<file path="config.mk">
export PLATFORM = sky130hd
export DESIGN_NAME = alu_muldiv_flat
export DESIGN_NICKNAME = d
export VERILOG_FILES = /design/src/rtl/alu_muldiv_if.sv /design/src/rtl/alu_muldiv.sv /design/src/flat_wrapper.sv
export SDC_FILE = /design/constraint.sdc
export NUM_CORES = 1
export LEC_CHECK = 0
export CORE_ASPECT_RATIO = 1.5
export CORE_MARGIN = 2
export CORE_UTILIZATION = 45
export CTS_CLUSTER_SIZE = 12
export DETAILED_ROUTE_END_ITERATION = 10
export GPL_ROUTABILITY_DRIVEN = 0
export PLACE_DENSITY = 0.69
export SLEW_MARGIN = 20
export SYNTH_ARGS = -nofsm -noshare
export SYNTH_HDL_FRONTEND = slang
export SYNTH_SLANG_ARGS = --single-unit
</file>
<file path="constraint.sdc">
create_clock -name clk -period 3.8 [get_ports clk]
set_input_delay 0.38 -clock clk [delete_from_list [all_inputs] [get_ports clk]]
set_output_delay 0.38 -clock clk [all_outputs]
set_load 0.01 [all_outputs]
</file>
<file path="src/rtl/alu_muldiv_if.sv">
// Bus bundle for the multi-cycle multiply/divide unit: launch/operands,
// MTHI/MTLO writes, and the status/result outputs.
interface alu_muldiv_if #(
   parameter int WIDTH = 32
) ();
   logic             start;
   logic [1:0]       op;
   logic [WIDTH-1:0] a;
   logic [WIDTH-1:0] b;
   logic             hi_we;
   logic             lo_we;
   logic [WIDTH-1:0] wdata;
   logic             busy;
   logic             done;
   logic             dz;
   logic [WIDTH-1:0] hi;
   logic [WIDTH-1:0] lo;

   modport master (
      output start, op, a, b, hi_we, lo_we, wdata,
      input  busy, done, dz, hi, lo
   );

   modport slave (
      input  start, op, a, b, hi_we, lo_we, wdata,
      output busy, done, dz, hi, lo
   );
endinterface

</file>
<file path="src/rtl/alu_muldiv.sv">
// Iterative multiply/divide unit with architectural HI/LO registers.
// Operands are reduced to magnitudes at launch, processed one bit per cycle
// (shift-add multiply or restoring divide), then sign-corrected and written
// back in a single FIX cycle. Latency is WIDTH+1 cycles for every operand.
module alu_muldiv #(
   parameter int WIDTH = 32
) (
   input logic         clk,
   input logic         clrn,
   alu_muldiv_if.slave bus
);
   localparam int CNT_W = $clog2(WIDTH);
   localparam int W2    = 2 * WIDTH;

   typedef enum logic [1:0] {
      S_IDLE = 2'd0,
      S_RUN  = 2'd1,
      S_FIX  = 2'd2
   } state_t;

   // Magnitude of a two's-complement value; MIN maps to 2^(WIDTH-1) unsigned.
   function automatic logic [WIDTH-1:0] f_abs(input logic signed [WIDTH-1:0] v);
      return v[WIDTH-1] ? $unsigned(-v) : $unsigned(v);
   endfunction

   // Conditional two's-complement negation, single width.
   function automatic logic [WIDTH-1:0] f_negw(input logic [WIDTH-1:0] v, input logic en);
      return en ? (~v + WIDTH'(1)) : v;
   endfunction

   // Conditional two's-complement negation, double width (full product).
   function automatic logic [W2-1:0] f_neg2(input logic [W2-1:0] v, input logic en);
      return en ? (~v + W2'(1)) : v;
   endfunction

   state_t            r_state;
   state_t            w_state_nx;
   logic [CNT_W-1:0]  r_cnt;
   logic              r_done;
   logic              r_dz;
   logic [WIDTH-1:0]  r_hi;
   logic [WIDTH-1:0]  r_lo;

   logic              r_is_div;
   logic              r_neg_q;
   logic              r_neg_r;
   logic              r_bz;
   logic [WIDTH-1:0]  r_hw;
   logic [WIDTH-1:0]  r_lw;
   logic [WIDTH-1:0]  r_opb;

   logic              w_launch;
   logic              w_step;
   logic              w_wb;
   logic              w_mthi;
   logic              w_mtlo;
   logic              w_busy;

   logic signed [WIDTH-1:0] w_a_s;
   logic signed [WIDTH-1:0] w_b_s;
   logic              w_signed;
   logic              w_a_neg;
   logic              w_b_neg;
   logic [WIDTH-1:0]  w_a_mag;
   logic [WIDTH-1:0]  w_b_mag;

   logic [WIDTH:0]    w_sum;
   logic [WIDTH:0]    w_trial;
   logic [WIDTH-1:0]  w_hw_nx;
   logic [WIDTH-1:0]  w_lw_nx;

   logic [W2-1:0]     w_prod;
   logic [WIDTH-1:0]  w_quo;
   logic [WIDTH-1:0]  w_rem;
   logic [WIDTH-1:0]  w_hi_res;
   logic [WIDTH-1:0]  w_lo_res;

   // State register; reset abandons any in-flight operation.
   always_ff @(posedge clk or negedge clrn) begin
      if (!clrn) begin
         r_state <= S_IDLE;
      end else begin
         r_state <= w_state_nx;
      end
   end

   // Next state and control strobes; start has priority over MTHI/MTLO in IDLE.
   always_comb begin
      w_state_nx = r_state;
      w_launch   = 1'b0;
      w_step     = 1'b0;
      w_wb       = 1'b0;
      w_mthi     = 1'b0;
      w_mtlo     = 1'b0;
      w_busy     = 1'b1;
      case (r_state)
         S_IDLE: begin
            w_busy = 1'b0;
            if (bus.start) begin
               w_launch   = 1'b1;
               w_state_nx = S_RUN;
            end else begin
               w_mthi = bus.hi_we;
               w_mtlo = bus.lo_we;
            end
         end
         S_RUN: begin
            w_step = 1'b1;
            if (r_cnt == CNT_W'(WIDTH - 1)) begin
               w_state_nx = S_FIX;
            end
         end
         S_FIX: begin
            w_wb       = 1'b1;
            w_state_nx = S_IDLE;
         end
         default: begin
            w_state_nx = S_IDLE;
         end
      endcase
   end

   // Launch-time operand conditioning: magnitudes for signed ops, raw otherwise.
   always_comb begin
      w_a_s    = bus.a;
      w_b_s    = bus.b;
      w_signed = ~bus.op[0];
      w_a_neg  = w_signed & bus.a[WIDTH-1];
      w_b_neg  = w_signed & bus.b[WIDTH-1];
      w_a_mag  = w_signed ? f_abs(w_a_s) : bus.a;
      w_b_mag  = w_signed ? f_abs(w_b_s) : bus.b;
   end

   // One iteration: shift-add for multiply, restoring shift-subtract for divide.
   always_comb begin
      w_sum   = {1'b0, r_hw} + (r_lw[0] ? {1'b0, r_opb} : '0);
      w_trial = {r_hw, r_lw[WIDTH-1]};
      w_hw_nx = r_hw;
      w_lw_nx = r_lw;
      if (r_is_div) begin
         if (w_trial >= {1'b0, r_opb}) begin
            w_hw_nx = WIDTH'(w_trial - {1'b0, r_opb});
            w_lw_nx = {r_lw[WIDTH-2:0], 1'b1};
         end else begin
            w_hw_nx = w_trial[WIDTH-1:0];
            w_lw_nx = {r_lw[WIDTH-2:0], 1'b0};
         end
      end else begin
         w_hw_nx = w_sum[WIDTH:1];
         w_lw_nx = {w_sum[0], r_lw[WIDTH-1:1]};
      end
   end

   // Sign correction and result selection for writeback.
   always_comb begin
      w_prod   = f_neg2({r_hw, r_lw}, r_neg_q);
      w_quo    = f_negw(r_lw, r_neg_q);
      w_rem    = f_negw(r_hw, r_neg_r);
      w_hi_res = w_prod[W2-1:WIDTH];
      w_lo_res = w_prod[WIDTH-1:0];
      if (r_is_div) begin
         w_hi_res = w_rem;
         w_lo_res = r_bz ? '1 : w_quo;
      end
   end

   // Working datapath: loaded at launch, advanced each RUN cycle.
   always_ff @(posedge clk) begin
      if (w_launch) begin
         r_is_div <= bus.op[1];
         r_neg_q  <= w_a_neg ^ w_b_neg;
         r_neg_r  <= w_a_neg;
         r_bz     <= (bus.b == '0);
         r_hw     <= '0;
         r_lw     <= bus.op[1] ? w_a_mag : w_b_mag;
         r_opb    <= bus.op[1] ? w_b_mag : w_a_mag;
      end else if (w_step) begin
         r_hw <= w_hw_nx;
         r_lw <= w_lw_nx;
      end
   end

   // Iteration counter, done pulse, sticky divide-by-zero flag.
   always_ff @(posedge clk or negedge clrn) begin
      if (!clrn) begin
         r_cnt  <= '0;
         r_done <= 1'b0;
         r_dz   <= 1'b0;
      end else begin
         r_done <= w_wb;
         if (w_launch) begin
            r_cnt <= '0;
            r_dz  <= 1'b0;
         end else if (w_step) begin
            r_cnt <= r_cnt + CNT_W'(1);
         end
         if (w_wb && r_is_div && r_bz) begin
            r_dz <= 1'b1;
         end
      end
   end

   // Architectural HI/LO: written only at writeback or by MTHI/MTLO in IDLE.
   always_ff @(posedge clk or negedge clrn) begin
      if (!clrn) begin
         r_hi <= '0;
         r_lo <= '0;
      end else if (w_wb) begin
         r_hi <= w_hi_res;
         r_lo <= w_lo_res;
      end else begin
         if (w_mthi) r_hi <= bus.wdata;
         if (w_mtlo) r_lo <= bus.wdata;
      end
   end

   assign bus.busy = w_busy;
   assign bus.done = r_done;
   assign bus.dz   = r_dz;
   assign bus.hi   = r_hi;
   assign bus.lo   = r_lo;
endmodule

</file>
<file path="src/flat_wrapper.sv">
// flat-port wrapper written by rule: the top's interface ports become plain ports
module alu_muldiv_flat 
#(
   parameter int WIDTH = 32
)
  (clk, clrn, bus_start, bus_op, bus_a, bus_b, bus_hi_we, bus_lo_we, bus_wdata, bus_busy, bus_done, bus_dz, bus_hi, bus_lo);
  alu_muldiv_if #(.WIDTH(WIDTH)) bus_i ();
  input logic clk;
  input logic clrn;
  input wire logic [$bits(bus_i.start)-1:0] bus_start;
  input wire logic [$bits(bus_i.op)-1:0] bus_op;
  input wire logic [$bits(bus_i.a)-1:0] bus_a;
  input wire logic [$bits(bus_i.b)-1:0] bus_b;
  input wire logic [$bits(bus_i.hi_we)-1:0] bus_hi_we;
  input wire logic [$bits(bus_i.lo_we)-1:0] bus_lo_we;
  input wire logic [$bits(bus_i.wdata)-1:0] bus_wdata;
  output wire logic [$bits(bus_i.busy)-1:0] bus_busy;
  output wire logic [$bits(bus_i.done)-1:0] bus_done;
  output wire logic [$bits(bus_i.dz)-1:0] bus_dz;
  output wire logic [$bits(bus_i.hi)-1:0] bus_hi;
  output wire logic [$bits(bus_i.lo)-1:0] bus_lo;
  assign bus_i.start = bus_start;
  assign bus_i.op = bus_op;
  assign bus_i.a = bus_a;
  assign bus_i.b = bus_b;
  assign bus_i.hi_we = bus_hi_we;
  assign bus_i.lo_we = bus_lo_we;
  assign bus_i.wdata = bus_wdata;
  assign bus_busy = bus_i.busy;
  assign bus_done = bus_i.done;
  assign bus_dz = bus_i.dz;
  assign bus_hi = bus_i.hi;
  assign bus_lo = bus_i.lo;
  alu_muldiv #(.WIDTH(WIDTH)) u_core (.clk(clk), .clrn(clrn), .bus(bus_i));
endmodule
</file>
Word-level counts from Yosys, hierarchy flattened
Cells that the tools add are included.
{"block": "totals", "register_bits": 173, "latchBits": 0, "ram_bits": 0, "mem_bits_ro": 0, "in_bits": 103, "output_inout_bits": 67, "n_memories": 0}
{"block": "op_classes", "addsub": 8, "multipliers": 0, "div": 0, "order_cmp": 1, "n_eq_ne": 5, "n_shift": 0, "muxes": 39, "n_bitwise": 7, "reduce_logical": 9}
{"operator": "$mux 32", "count": 21}
{"operator": "$add 32x1->32 const B", "count": 2}
{"operator": "$add 64x1->64 const B", "count": 1}
{"operator": "$mux 64", "count": 1}
{"operator": "$neg 32->32", "count": 2}
{"operator": "$not 32->32", "count": 2}
{"operator": "$not 64->64", "count": 1}
{"operator": "$add 32x32->33", "count": 1}
{"operator": "$ge 33x32->1", "count": 1}
{"operator": "$logic_not 32->1", "count": 1}
{"operator": "$sub 32x32->32", "count": 1}
{"operator": "$mux 1", "count": 12}
{"operator": "$mux 5", "count": 2}
{"operator": "$reduce_bool 2->1", "count": 4}
{"operator": "$add 5x1->5 const B", "count": 1}
{"operator": "$eq 5x5->1 const B", "count": 1}
{"operator": "$mux 2", "count": 2}
{"operator": "$pmux 2 s2", "count": 1}
{"operator": "$and 1x1->1", "count": 2}
{"operator": "$eq 2x1->1 const B", "count": 1}
{"operator": "$eq 2x2->1 const B", "count": 1}
{"operator": "$logic_and 1x1->1", "count": 2}
{"operator": "$logic_not 2->1", "count": 1}
{"operator": "$ne 2x1->1 const B", "count": 1}
{"operator": "other kinds (4)", "count": 4}

Logic depth before layout (Yosys ltp)
{"block": "logic_depth", "depth_word": 6, "mapped_depth": 15, "mapped_depth_nobuf": 13}

Least setup slack after synthesis
Ideal clock, no wire load.
{"block": "synth_timing", "path_kind": "reg2reg", "start": "register u_core.r_lw[0]", "end": "register u_core.r_hw[30]", "setup_time_ns": 0.103, "t_arrival_ns": 3.394, "required_ns": 3.697, "setup_slack_ns": 0.302, "stages_incl_launch_ff": 15, "path_cell_list": "edfxtp_1 > inv_1 > clkbuf_1 > nor2_1 > ha_1 > a211oi_1 > nor2_1 > o31ai_1 > o221ai_1 > a41o_1 > a31oi_1 > nor2_1 > o41a_1 > xnor2_1 > a2111oi_2"}
{"block": "synth_between", "elab_chain_len": 3}
{"element": "start, declared", "line_no": "alu_muldiv.sv:49", "source": "logic [WIDTH-1:0] r_lw;"}
{"element": "start signal, assigned", "line_no": "alu_muldiv.sv:175", "source": "r_lw <= bus.op[1] ? w_a_mag : w_b_mag;"}
{"element": "start signal, assigned", "line_no": "alu_muldiv.sv:179", "source": "r_lw <= w_lw_nx;"}
{"element": "$mux 32", "line_no": "alu_muldiv.sv:136", "source": "w_sum = {1'b0, r_hw} + (r_lw[0] ? {1'b0, r_opb} : '0);"}
{"element": "$add 32x32->33", "line_no": "alu_muldiv.sv:136"}
{"element": "$mux 32", "line_no": "alu_muldiv.sv:140", "source": "if (r_is_div) begin"}
{"element": "end signal, assigned", "line_no": "alu_muldiv.sv:178", "source": "r_hw <= w_hw_nx;"}
{"element": "end, declared", "line_no": "alu_muldiv.sv:48", "source": "logic [WIDTH-1:0] r_hw;"}
No other way between the ends.
A chain may end at the register's enable or synchronous reset.

Worst setup path in the final report
Ends and elaborated chain as after synthesis.

==> metrics <==
Area growth, synth to finish=19.91%; Final Skew=0.02203 ns; die area=34,290 um2; pre-CTS WS=0.1618 ns; H-tree depth=4; Buf/Inv on CP=3; max incr delay on CP=0.42 ns; Buffers on Ports=169; Synth Flop Type=dfrtp_1; Post-Route WL=49,530 um; most common cell after layout, fill and taps aside=nor2_1; Final Hold Fails=0; Lkg Pwr=7.225 nW; Slew HR=30.24%; Fill cells=3,020; Design Area, Final=17,700 um2; HPWL Detailed=38,770 um; clk sinks=173; CP Max Fanout=11; drt pass-1 iters=7; largest net degree at the start of global routing=74; fin. max-slew vios=0; clock root buffer=clkbuf_16; Worst EP required=4.16 ns; Total Power=14.27 mW; CTS Buffer Depth=2; Avg Cell Area, Syn=8.204 um2; Placed Cells=2,353; vias in the first global route=13,903; Least-Margin Pin Slew=1.046 ns; Final Non-Filler Cells=2,386; Initial Utilization=45.51%; Post-synth EDFFs=68; final setup TNS=0 ns; Final Core Density=54.57%; share of cells above drive strength 1=7.560%; most frequent cells in the layout=nor2_1 (192), a21oi_1 (171), clkdlybuf4s50_1 (167), nand2_1 (151), o21ai_0 (146); status=finished clean; ratio of final minimum period to clock period=96.23%; first-pass GRT wire length=76,700 um; ant diodes=0; maxcap violations=0; Antenna Nets Post-Route=0; final setup vio count=0; crit end category=flop; core region area=32,430 um2; startpoint types=flop; FMAX=0.2735 GHz; CP max stage cell=edfxtp_1; Iter 0 DRT Violations=1,203; Clock transition at path regs=0.08 ns; latest clock arrival within the worst-skew pair=0.47 ns; VDD IR max=0.3558 mV; wire per inst=20.76 um; share of flip-flops with an asynchronous set or reset=42.20%; sequence of cells on the critical path=inv_1 > buf_4 > buf_4 > nor2_1 > ha_1 > a21o_1 > a21o_1 > a21oi_1 > o221ai_1 > a41o_2 > a31oi_1 > nor2_1 > o41a_1 > xnor2_1 > a2111oi_2; Die Y=225.8 um; HP Class=in -> async; Setup WS post-layout=0.1431 ns; synthesized area=14,760 um2; crit path kind=reg -> reg; Synth Net Count=1,974; Ports=170; Ys Warns=0; Worst Hold Slack=0.03830 ns; post-synthesis cell type count=85; #FFs+latches synth=173; TritonCTS buffer count=17; via count=14,329; CP delay by family, top=compound AO/OA/AOI/OAI gates; Die Width=151.9 um; Critical Path AT=4.01 ns; fin nets=2,133; Overflow after GRT=0; sequential area share after synthesis=30.55%; FP Rows=81; initial antenna violation count=0; Reg2Reg Setup Slack=0.14 ns; DP Area=17,070 um2; P per Cell Area=806.6 nW/um2; CTS tree=done; Post-route DRC=0; cell count after synthesis=1,799; DR vias/cell=6.005; Tot GR Track Use=28.20%; post-layout min period=3.657 ns
[timing repair]
action                                  CTS  global route
gates resized for setup                   0             4
hold buffers                              0             0
endpoints found under the setup margin    0             3
setup buffers                             0             1
[layout make-up]
type	instances	area (um2)	area share, %
repair buffers	232	2185	12.34
inverters	68	255.2	1.442
multi-input cells	1466	9628	54.40
well taps	415	519.2	2.934
clock inverters	14	172.7	0.9756
flip-flops and latches	173	4509	25.48
clock buffers	18	429.2	2.425
[path summary, 6_finish.rpt]
| check | start | endpoint | cells after the start |
|---|---|---|---|
| min | clrn | u_core.r_cnt[0] | 1 |
| max | u_core.r_lw[0] | u_core.r_hw[30] | 15 |
| min reg2reg | u_core.bus.lo[31] | u_core.bus.lo[31] | 2 |
| max reg2reg | u_core.r_lw[0] | u_core.r_hw[30] | 15 |
| max in group asynchronous | clrn | u_core.bus.hi[18] | 1 |
| min in group clk | bus_op[1] | u_core.r_is_div | 1 |
[cell families (layout without fill, tap and decap cells)]
logic type | count (synthesis) | after routing | share of synthesized area [%]
buf+inv | 160 | 332 | 4.518
flops | 173 | 173 | 30.55
fa+ha+maj | 72 | 72 | 6.206
mux | 126 | 126 | 8.562
simple gates | 558 | 558 | 18.25
compound gates | 540 | 540 | 21.82
xor+xnor | 170 | 170 | 10.09
[layer usage]
metal / part of all wire, % / wire (um) / vias up / global-route usage (%)
met5: 0 / 0 / - / 0
met4: 7.0 / 3486 / 0 / 18.63
met3: 4.9 / 2434 / 173 / 4.011
met2: 49 / 24440 / 625 / 49.08
met1: 39 / 19170 / 6723 / 32.28
li1: - / - / 6808 / -
[cell usage after synthesis, types with 37 or more instances]
| library cell | n | area share (%) |
|---|---|---|
| a21o_1 | 37 | 1.9 |
| a21oi_1 | 171 | 5.8 |
| clkbuf_1 | 69 | 1.8 |
| dfrtp_1 | 73 | 12 |
| edfxtp_1 | 68 | 14 |
| ha_1 | 70 | 5.9 |
| inv_1 | 67 | 1.7 |
| mux2i_1 | 124 | 8.4 |
| nand2_1 | 152 | 3.9 |
| nand3_1 | 38 | 1.3 |
| nor2_1 | 193 | 4.9 |
| nor3_1 | 40 | 1.4 |
| o21ai_0 | 146 | 5.0 |
| xnor2_1 | 85 | 5.0 |
| xor2_1 | 85 | 5.0 |
[flip-flops by register name (all words and copies together) (netlist names), 2 cells and up]
name	flops
u_core.r_cnt	5
u_core.r_lw	32
u_core.r_opb	32
u_core.r_hw	32
u_core.bus.lo	32
u_core.bus.hi	32
u_core.r_state	2
[where the power goes]
part / leakage, nW / internal, mW / total, mW / switching [mW]
clock network: 0.292 / 0.943 / 1.82 / 0.881
registers: 1.77 / 2.87 / 3.75 / 0.886
logic: 5.17 / 3.78 / 8.70 / 4.92
total: 7.22 / 7.59 / 14.3 / 6.68
No activity file was read; power rests on OpenSTA's default activity.
